==> config.mk <==
export PLATFORM = sky130hd
export DESIGN_NAME = timer_dev
export DESIGN_NICKNAME = d
export VERILOG_FILES = /design/src/rtl/timer_dev_pkg.sv /design/src/rtl/timer_dev.sv
export SDC_FILE = /design/constraint.sdc
export NUM_CORES = 1
export LEC_CHECK = 0
export BUFFER_PORTS_ARGS = -buffer_cell sky130_fd_sc_hd__clkbuf_2
export CAP_MARGIN = 0
export CORE_MARGIN = 2
export CORE_UTILIZATION = 58
export CTS_BUF_LIST = sky130_fd_sc_hd__clkbuf_4 sky130_fd_sc_hd__clkbuf_8
export DETAILED_ROUTE_END_ITERATION = 16
export GPL_TIMING_DRIVEN = 0
export PLACE_DENSITY = 0.91
export SLEW_MARGIN = 5
export SYNTH_ARGS = -nofsm -noshare
export SYNTH_HDL_FRONTEND = slang
export SYNTH_SLANG_ARGS = --single-unit
export TNS_END_PERCENT = 100
==> constraint.sdc <==
create_clock -name clk -period 3.1 [get_ports clk]
set_input_delay 0.31 -clock clk [delete_from_list [all_inputs] [get_ports clk]]
set_output_delay 0.31 -clock clk [all_outputs]
set_load 0.05 [all_outputs]
==> src/rtl/timer_dev_pkg.sv <==
// timer_dev_pkg: shared definitions for the memory-mapped countdown timer.
//   - FSM state encoding (TIMER_IDLE/LOAD/CNT/INT)
//   - register word offsets (addr[3:2] of the bus address)
//   - CTRL bit positions and MODE values
package timer_dev_pkg;

  typedef enum logic [1:0] {
    TIMER_IDLE = 2'd0,
    TIMER_LOAD = 2'd1,
    TIMER_CNT  = 2'd2,
    TIMER_INT  = 2'd3
  } timer_state_e;

  localparam logic [1:0] TIMER_CTRL   = 2'd0;
  localparam logic [1:0] TIMER_PRESET = 2'd1;
  localparam logic [1:0] TIMER_COUNT  = 2'd2;

  localparam int CTRL_EN      = 0;
  localparam int CTRL_MODE_LO = 1;
  localparam int CTRL_MODE_HI = 2;
  localparam int CTRL_IM      = 3;

  // Only MODE=1 reloads; 0, 2 and 3 all behave as one-shot.
  localparam logic [1:0] MODE_RELOAD = 2'd1;

endpackage

==> src/rtl/timer_dev.sv <==
// timer_dev: countdown timer responder behind the CPU bus bridge.
// Holds CTRL[3:0] (EN, MODE, IM), PRESET and COUNT; a four-state FSM
// loads PRESET, counts down to zero, raises a sticky flag and either
// disables itself (one-shot) or re-arms (auto-reload).
// Ports:
//   clk    in   system clock
//   reset  in   synchronous active-high reset
//   sel    in   chip-select for this instance's window
//   we     in   write strobe, qualified by sel
//   addr   in   [1:0] word offset: 0 CTRL, 1 PRESET, 2 COUNT, 3 unused
//   wdata  in   [31:0] write data
//   rdata  out  [31:0] combinational read data for addr (ignores sel)
//   irq    out  flag & IM
module timer_dev
  import timer_dev_pkg::*;
(
  input  logic        clk,
  input  logic        reset,
  input  logic        sel,
  input  logic        we,
  input  logic [1:0]  addr,
  input  logic [31:0] wdata,
  output logic [31:0] rdata,
  output logic        irq
);

  timer_state_e state;
  logic [3:0]   ctrl;
  logic [31:0]  preset;
  logic [31:0]  count;
  logic         flag;

  logic reg_wr;
  assign reg_wr = sel && we && (addr == TIMER_CTRL || addr == TIMER_PRESET);

  always_ff @(posedge clk) begin
    if (reset) begin
      state  <= TIMER_IDLE;
      ctrl   <= 4'd0;
      preset <= 32'd0;
      count  <= 32'd0;
      flag   <= 1'b0;
    end else if (reg_wr) begin
      // A register write takes precedence over every FSM update this edge
      // and parks the FSM in IDLE with the flag cleared.
      if (addr == TIMER_CTRL) ctrl   <= wdata[3:0];
      else                    preset <= wdata;
      state <= TIMER_IDLE;
      flag  <= 1'b0;
    end else begin
      case (state)
        TIMER_IDLE: if (ctrl[CTRL_EN]) state <= TIMER_LOAD;
        TIMER_LOAD: begin
          count <= preset;
          state <= TIMER_CNT;
        end
        TIMER_CNT: begin
          if (!ctrl[CTRL_EN]) begin
            state <= TIMER_IDLE;              // COUNT freezes
          end else if (count > 32'd1) begin
            count <= count - 32'd1;
          end else begin
            // Covers COUNT of 1 and 0, so PRESET=0 acts like PRESET=1.
            count <= 32'd0;
            flag  <= 1'b1;
            state <= TIMER_INT;
          end
        end
        TIMER_INT: begin
          if (ctrl[CTRL_MODE_HI:CTRL_MODE_LO] == MODE_RELOAD) flag <= 1'b0;
          else                                                ctrl[CTRL_EN] <= 1'b0;
          state <= TIMER_IDLE;
        end
        default: state <= TIMER_IDLE;
      endcase
    end
  end

  always_comb begin
    rdata = 32'd0;
    case (addr)
      TIMER_CTRL:   rdata = {28'd0, ctrl};
      TIMER_PRESET: rdata = preset;
      TIMER_COUNT:  rdata = count;
      default:      rdata = 32'd0;
    endcase
  end

  assign irq = flag & ctrl[CTRL_IM];

endmodule

# Word-level counts from Yosys, hierarchy flattened
# Cells that the tools add are included.
# op_classes
n_addsub	1
magnitude_cmp	1
n_eq_ne	13
muxes	16
n_bitwise	3
reduce_logical	15
# op_table
cell	count
32-bit case mux with 3 select lines	1
32-bit two-way mux	2
32-bit case mux with 2 select lines	1
32-bit by 1-bit greater-than comparator with 1-bit output (second input constant)	1
32-bit by 1-bit subtractor with 32-bit output (second input constant)	1
2-bit inequality test (second input constant)	5
2-bit case mux with 4 select lines	1
1-bit two-way mux	7
2-bit by 1-bit == test with 1-bit output (second input constant)	3
2-bit == test (second input constant)	3
2-bit two-way mux	3
2-bit AND reduction	3
3-bit AND reduction	2
2-bit nonzero test	3
2-bit logical NOT	2
4-bit AND reduction	1
3-bit inequality test (second input constant)	1
1-bit logical AND	2
2-bit by 1-bit inequality test with 1-bit output (second input constant)	1
1-bit NOT	2
1-bit case mux with 2 select lines	1
2-bit OR reduction	1
1-bit bitwise AND	1
1-bit logical OR	1
# word_totals
ff_bits	71
out_inout_bits	33
elab_cells	55

# Depth between registers and ports, before layout
# Gate-level depths: netlist of run 1.
# depth
word_depth	5
depth_mapped	9
depth_no_buf	7

# Least setup slack after synthesis of run 1
# OpenSTA, ideal clock, no wires.
# synth_path
path_kind	register to register
from	register count[20]
to	register count[31]
setup_time_ns	0.131
arrival_time_ns	2.191
t_required_ns	2.969
path_slack_ns	0.779
stages_incl_launch_ff	7
n_path_buf	1
period_less_slack_ns	2.321
cell_sequence	dfxtp_1 -> buf_6 -> or4_4 -> or4b_4 -> or3_4 -> o41ai_2 -> o22ai_1
# synth_via
elab_chain_cells	4
# synth_rtl
item	line	rtl
from (decl)	timer_dev.sv:30	logic [31:0] count;
from (signal assigned)	timer_dev.sv:54	count <= preset;
from (signal assigned)	timer_dev.sv:61	count <= count - 32'd1;
32-bit by 1-bit subtractor with 32-bit output / 32-bit by 1-bit greater-than comparator with 1-bit output (equally long branches)	timer_dev.sv:61, timer_dev.sv:60	
32-bit two-way mux (*)	timer_dev.sv:60	end else if (count > 32'd1) begin
32-bit two-way mux (*)	timer_dev.sv:58	if (!ctrl[CTRL_EN]) begin
32-bit case mux with 2 select lines (*)	timer_dev.sv:51	case (state)
# Every way passes the cells marked *; elsewhere a longest branch is shown, timed or not. The select of a mux whose other input is x is not followed.
# A chain may end at the register's enable or synchronous reset.

# Worst setup path in the final report of run 1
# layout_path
from	register state[1]
to	register count[27]
# layout_via
elab_chain_cells	3
# layout_rtl
item	line	rtl
from (decl)	timer_dev.sv:27	timer_state_e state;
from (signal assigned)	timer_dev.sv:38	state <= TIMER_IDLE;
from (signal assigned)	timer_dev.sv:48	state <= TIMER_IDLE;
from (signal assigned)	timer_dev.sv:52	TIMER_IDLE: if (ctrl[CTRL_EN]) state <= TIMER_LOAD;
2-bit == test / 2-bit by 1-bit == test with 1-bit output (equally long branches)	timer_dev.sv:51	
2-bit inequality test (no source line) / 2-bit nonzero test (equally long branches)	--	
3-bit AND reduction (no source line)	--	
# Several ways; a longest one is shown, not always the timed one.

==> flow_summary.ini, run 1 <==
[critical_path]
crit_chain = inv_1 -> ha_1 -> and3_1 -> clkbuf_1 -> nand2_1 -> or4_1 -> o31ai_1
worstPathArrival_ns = 3.23
crit_required_ns = 3.37
end_kind = flop
critPathBufInv = 2
slowest_delay_ns = 0.67
start_kind = flop
critPathTopFamily = simple AND/OR/NAND/NOR gates
worst_path_max_delay_cell = or4_1
critPathMaxFanout = 10
path_class = reg -> reg

[clock_tree]
path_clk_slew_ns = 0.08
root_buffer = clkbuf_8
clk_path_buf_depth = 2
cts_resized = 0
cts_setup_buffers = 0
h-tree-depth = 3
clock_latency_ns = 0.36
ctsHoldBuffers = 0
cts_inserted_buffers = 9
cts_tree = built
cts.sinks = 71

[hold_path]
hp-class = in -> reg

[synthesis]
synth_fp_nets = 575
syn_inst = 531
avgSynthCellArea_um2 = 7.64
ys_types = 60
synth_edf_count = 0
ys.flop_type = dfxtp_1
synth-seq-cells = 71
yosys_warnings = 0
synthArstFlopShare_pct = 0
synthesis.area_um2 = 4060
yosysSeqAreaShare_pct = 35.0

[routing]
vias_per_cell = 6.67
route.detailed.drc = 0
num_vias = 4749
antenna_left = 0
first_pass_iters = 5
wl_um = 14300
first_iter_violations = 566
wl_per_cell_um = 20.0

[placement]
place_congestion = 0.985
dpl-instance-area_um2 = 4520
io_buffers = 69
dp_cells = 696
hpwl_um = 9800

[power_and_ir_drop]
p_per_area_nw_per_um2 = 514
peakVddDrop_v = 0.000332
finalPower_mw = 2.45
cellLeakagePower_nw = 1.81

[timing]
hold_viol = 0
rsz0062_at_grt = no
finalMaxSlewViolations = 0
relSlewSlack_pct = 35.5
timing.final.crit_share_pct = 95.4
max_slew.worst_pin.slew_ns = 0.961
clock_skew_ns = 0.0101
holdWs_ns = 0.157
report.final.setup_viol = 0
max_freq_ghz = 0.338
period_needed_ns = 2.96
tns_ns = 0

[layout]
fin_cells = 712
diodes = 0
final_cell_mix = nand2_1 (92), dfxtp_1 (71), clkbuf_2 (70), a21oi_1 (53), clkbuf_1 (35)
layout-area-overhead-vs-synth_pct = 17.2
drive_gt1_share_pct = 16.7
final_area_um2 = 4750
final_common_cell = nand2_1
layout.nets = 655

[floorplanning]
fp.dieArea_um2 = 7680
io_pins = 71
rows = 30
initial_utilization_pct = 59.7
dieHeight_um = 87.6
coreArea_um2 = 6790
die_w_um = 87.6

[grt]
grt_pass1_wl_um = 22100
grt_use_total_pct = 37.8
grt_overflow_total = 0
antenna_found_initial = 0
grt_max_degree = 13
grt_pass1_vias = 4396

[run_status]
status = completed

[flow_run]
drv_cap = 0
[final cells by class]
type | count | area, um2
Tap cell | 96 | 120
Sequential cell | 71 | 1420
Inverter | 17 | 67.6
Buffer | 42 | 170
Clock inverter | 5 | 81.3
Fill cell | 591 | 2040
Multi-Input combinational cell | 401 | 2400
Timing Repair Buffer | 69 | 345
Clock buffer | 11 | 145
[metrics by stage]
stage | setup WS (ns) | utilization (%)
after floorplan | 0.779 | -
after global placement | 0.226 | 66.6
after detailed placement | 0.146 | 66.6
after CTS | 0.124 | 69.9
after global routing | 0.0589 | 70.0
final | 0.144 | 70.0
[synth_stat cells, drive strengths merged, types with 8 or more instances]
master	instances	area [um2]
nand4	8	56.3
o21ai	21	105
nor2	21	78.8
dfxtp	71	1420
a22o	29	255
nand2	92	345
a31oi	21	131
clkbuf	36	135
a21oi	53	265
nor3	11	55.1
inv	16	60.1
and3	15	93.8
nand3	26	130
nor4	9	71.3
[worst register-to-register path: stages (launching register included)]
cell and delay (ns):
dfxtp_1 0.43, inv_1 0.11, ha_1 0.34, and3_1 0.16
clkbuf_1 0.45, nand2_1 0.51, or4_1 0.67, o31ai_1 0.20
[path summary, 6_finish.rpt]
kind	endpoint	depth (start not counted)	slack, ns	start
hold reg to reg	preset[21]	2	0.48	preset[21]
hold / removal	preset[21]	3	0.16	wdata[21]
setup / recovery	count[27]	7	0.14	state[1]
setup reg to reg	count[27]	7	0.14	state[1]
[registers in the layout (all words and copies together), names as in the netlist]
register  cells
ctrl          4
state         2
preset       32
flag          1
count        32
[metal layers]
metal  share of wire [%]  global-route usage (%)  vias to the layer above
li1                    -                       -                     2138
met1                  38                    47.4                     2168
met2                  46                    59.3                      363
met3                  11                    7.45                       80
met4                 4.7                    23.8                        0
met5                   0                       0                        -
[cell families after synthesis]
kind of cell | after synthesis | share of synthesized area, %
AND/OR/NAND/NOR | 215 | 26.4
buffers and inverters | 59 | 5.74
flip-flops | 71 | 35.0
AO/OA/AOI/OAI | 174 | 29.5
multiplexers | 6 | 1.51
adder cells (fa/ha/maj) | 6 | 1.85
[power by group]
part	internal [mW]	total [mW]	switching [mW]
Combinational	0.186	0.627	0.441
Clock	0.484	0.859	0.374
Sequential	0.933	0.960	0.0267
Total	1.60	2.45	0.842
Note: power is estimated with default switching activity, not from simulation.
==> run 2: changes to the inputs <==
--- a/config.mk
+++ b/config.mk
@@ -8,11 +8,11 @@
 export BUFFER_PORTS_ARGS = -buffer_cell sky130_fd_sc_hd__clkbuf_2
 export CAP_MARGIN = 0
 export CORE_MARGIN = 2
-export CORE_UTILIZATION = 58
+export CORE_UTILIZATION = 53
 export CTS_BUF_LIST = sky130_fd_sc_hd__clkbuf_4 sky130_fd_sc_hd__clkbuf_8
 export DETAILED_ROUTE_END_ITERATION = 16
 export GPL_TIMING_DRIVEN = 0
-export PLACE_DENSITY = 0.91
+export PLACE_DENSITY = 0.88
 export SLEW_MARGIN = 5
 export SYNTH_ARGS = -nofsm -noshare
 export SYNTH_HDL_FRONTEND = slang
==> constraint.sdc (replaced) <==
create_clock -name clk -period 2.4 [get_ports clk]
set_input_delay 0.24 -clock clk [delete_from_list [all_inputs] [get_ports clk]]
set_output_delay 0.24 -clock clk [all_outputs]
set_load 0.05 [all_outputs]
==> flow_summary.ini, run 2 (synthesized netlist as in run 1, its figures left out) <==
[run_status]
status = completed

[power_and_ir_drop]
peakVddDrop_v = 0.000371
swShare_pct = 34.8
p_per_area_nw_per_um2 = 659
switchingPower_mw = 1.13
comb_power_share_pct = 26.3
clkPwrFrac_pct = 35.2
p_int_mw = 2.11
power_frac_seq_pct = 38.5
cellLeakagePower_nw = 1.91

[clock_tree]
cts_inserted_buffers = 9
path_clk_slew_ns = 0.08
clock_latency_ns = 0.36
root_buffer = clkbuf_8
h-tree-depth = 3
cts.sinks = 71
clk_path_buf_depth = 2
cts_tree = built
ctsHoldBuffers = 0

[timing]
max_freq_ghz = 0.423
relSlewSlack_pct = 54.3
max_slew.worst_pin.slew_ns = 0.685
tns_ns = 0
finalMaxSlewViolations = 0
period_needed_ns = 2.36
rsz0062_at_grt = yes
hold_viol = 0
setup_ws_ns = 0.0355
clock_skew_ns = 0.00967
report.final.setup_viol = 0
timing.final.crit_share_pct = 98.5
holdWs_ns = 0.0925

[layout]
top_regs = count (32), preset (32), ctrl (4)
final_common_cell = nand2_1
fin_cells = 721
diodes = 0
final_cell_mix = nand2_1 (91), clkbuf_2 (77), dfxtp_1 (69), a21oi_1 (53), a22o_1 (28)
drive_gt1_share_pct = 21.7
fillers = 651
layout.nets = 661
layout-area-overhead-vs-synth_pct = 21.1

[floorplanning]
initial_utilization_pct = 55.3
rows = 31
fp.dieArea_um2 = 8370
io_pins = 71
coreArea_um2 = 7330
dieHeight_um = 91.5
die_w_um = 91.5

[critical_path]
reg2reg_slack_ns = 0.04
end_kind = flop
r2r_cells = 6
start_kind = flop
critPathMaxFanout = 5
path_class = reg -> reg
crit_required_ns = 2.68
r2r-start = count[1]
reg2reg_to = count[27]
worstPathArrival_ns = 2.64

[routing]
wl_per_cell_um = 20.0
first_iter_violations = 659
antenna_left = 0
wl_um = 14500
vias_per_cell = 6.62
first_pass_iters = 5
num_vias = 4776
route.detailed.drc = 0

[grt]
grt_pass1_wl_um = 22700
grt_max_degree = 13
grt_overflow_total = 0
antenna_found_initial = 0
grt_use_total_pct = 34.1
grt_pass1_vias = 4523

[placement]
pre_cts_slack_ns = -0.666
dp_cells = 699
hpwl_um = 9850
place_congestion = 1.00
io_buffers = 69

[hold_path]
min_path_cells = 3
min_to = preset[29]
hp-class = in -> reg
hp-start = wdata[29]

[flow_run]
drv_cap = 0
run 2: cell count changes in the layout (fill, tap and decap cells not counted), moves of 2 or more:
cell      delta
nor4_4       +2
buf_1        -2
buf_4        +8
nor4_1       -3
dfxtp_1      -2
nor3_1       -2
buf_2        +3
dfxtp_2      +2
clkbuf_1    -10
clkbuf_2     +7
run 2: timing repair:
action	4_1_cts	5_1_grt
setup endpoints to repair	51	30
gates resized for setup	20	14
pin swaps	3	2
setup buffers	5	3
run 2: worst max path at each step:
stage | from | end | slack, ns | cells past startpoint
floorplan | count[20] | count[31] | 0.08 | 6
global placement | state[0] | count[6] | -0.58 | 8
detailed placement | state[0] | count[6] | -0.67 | 8
CTS | count[21] | count[31] | 0.009 | 5
global route | count[23] | count[31] | -0.008 | 5
finish | count[1] | count[27] | 0.04 | 6
run 2: worst max-delay path: stages (launching register included):
cell	delay (ns)
dfxtp_1	0.44
inv_1	0.12
ha_1	0.25
o211a_1	0.33
a41o_2	0.37
or4_1	0.57
o31ai_1	0.20
run 2: per-layer routing:
| layer | up-vias | track usage (%) | wire, um |
|---|---|---|---|
| li1 | 2150 | - | - |
| met1 | 2216 | 42.9 | 5560 |
| met2 | 333 | 55.0 | 6610 |
| met3 | 77 | 6.97 | 1610 |
| met4 | 0 | 17.4 | 673 |
| met5 | - | 0 | 0 |
run 2: final cells by class:
type	instances	area [um2]	share of cell area, %
multi-input cells	401	2480	50.6
clock buffers	11	151	3.08
repair buffers	77	405	8.25
clock inverters	5	80.1	1.63
flip-flops and latches	71	1420	29.0
well taps	99	124	2.52
inverters	17	68.8	1.40
plain buffers	40	175	3.57
run 2: power by group through the flow:
stage	combinational, mW	clock, mW	sequential, mW
floorplan	0.528	0	1.26
global placement	0.755	0	1.26
detailed placement	0.763	0	1.26
CTS	0.790	1.12	1.24
global route	0.888	1.18	1.25
finish	0.851	1.14	1.25
run 2: metrics by stage:
stage                     area [um2]  power, mW  util [%]
after floorplan                 4060       1.78         -
after global placement          4530       2.02      61.7
after detailed placement        4530       2.03      61.7
after CTS                       4850       3.15      66.2
after global routing            4910       3.32      67.0
final                           4910       3.24      67.0
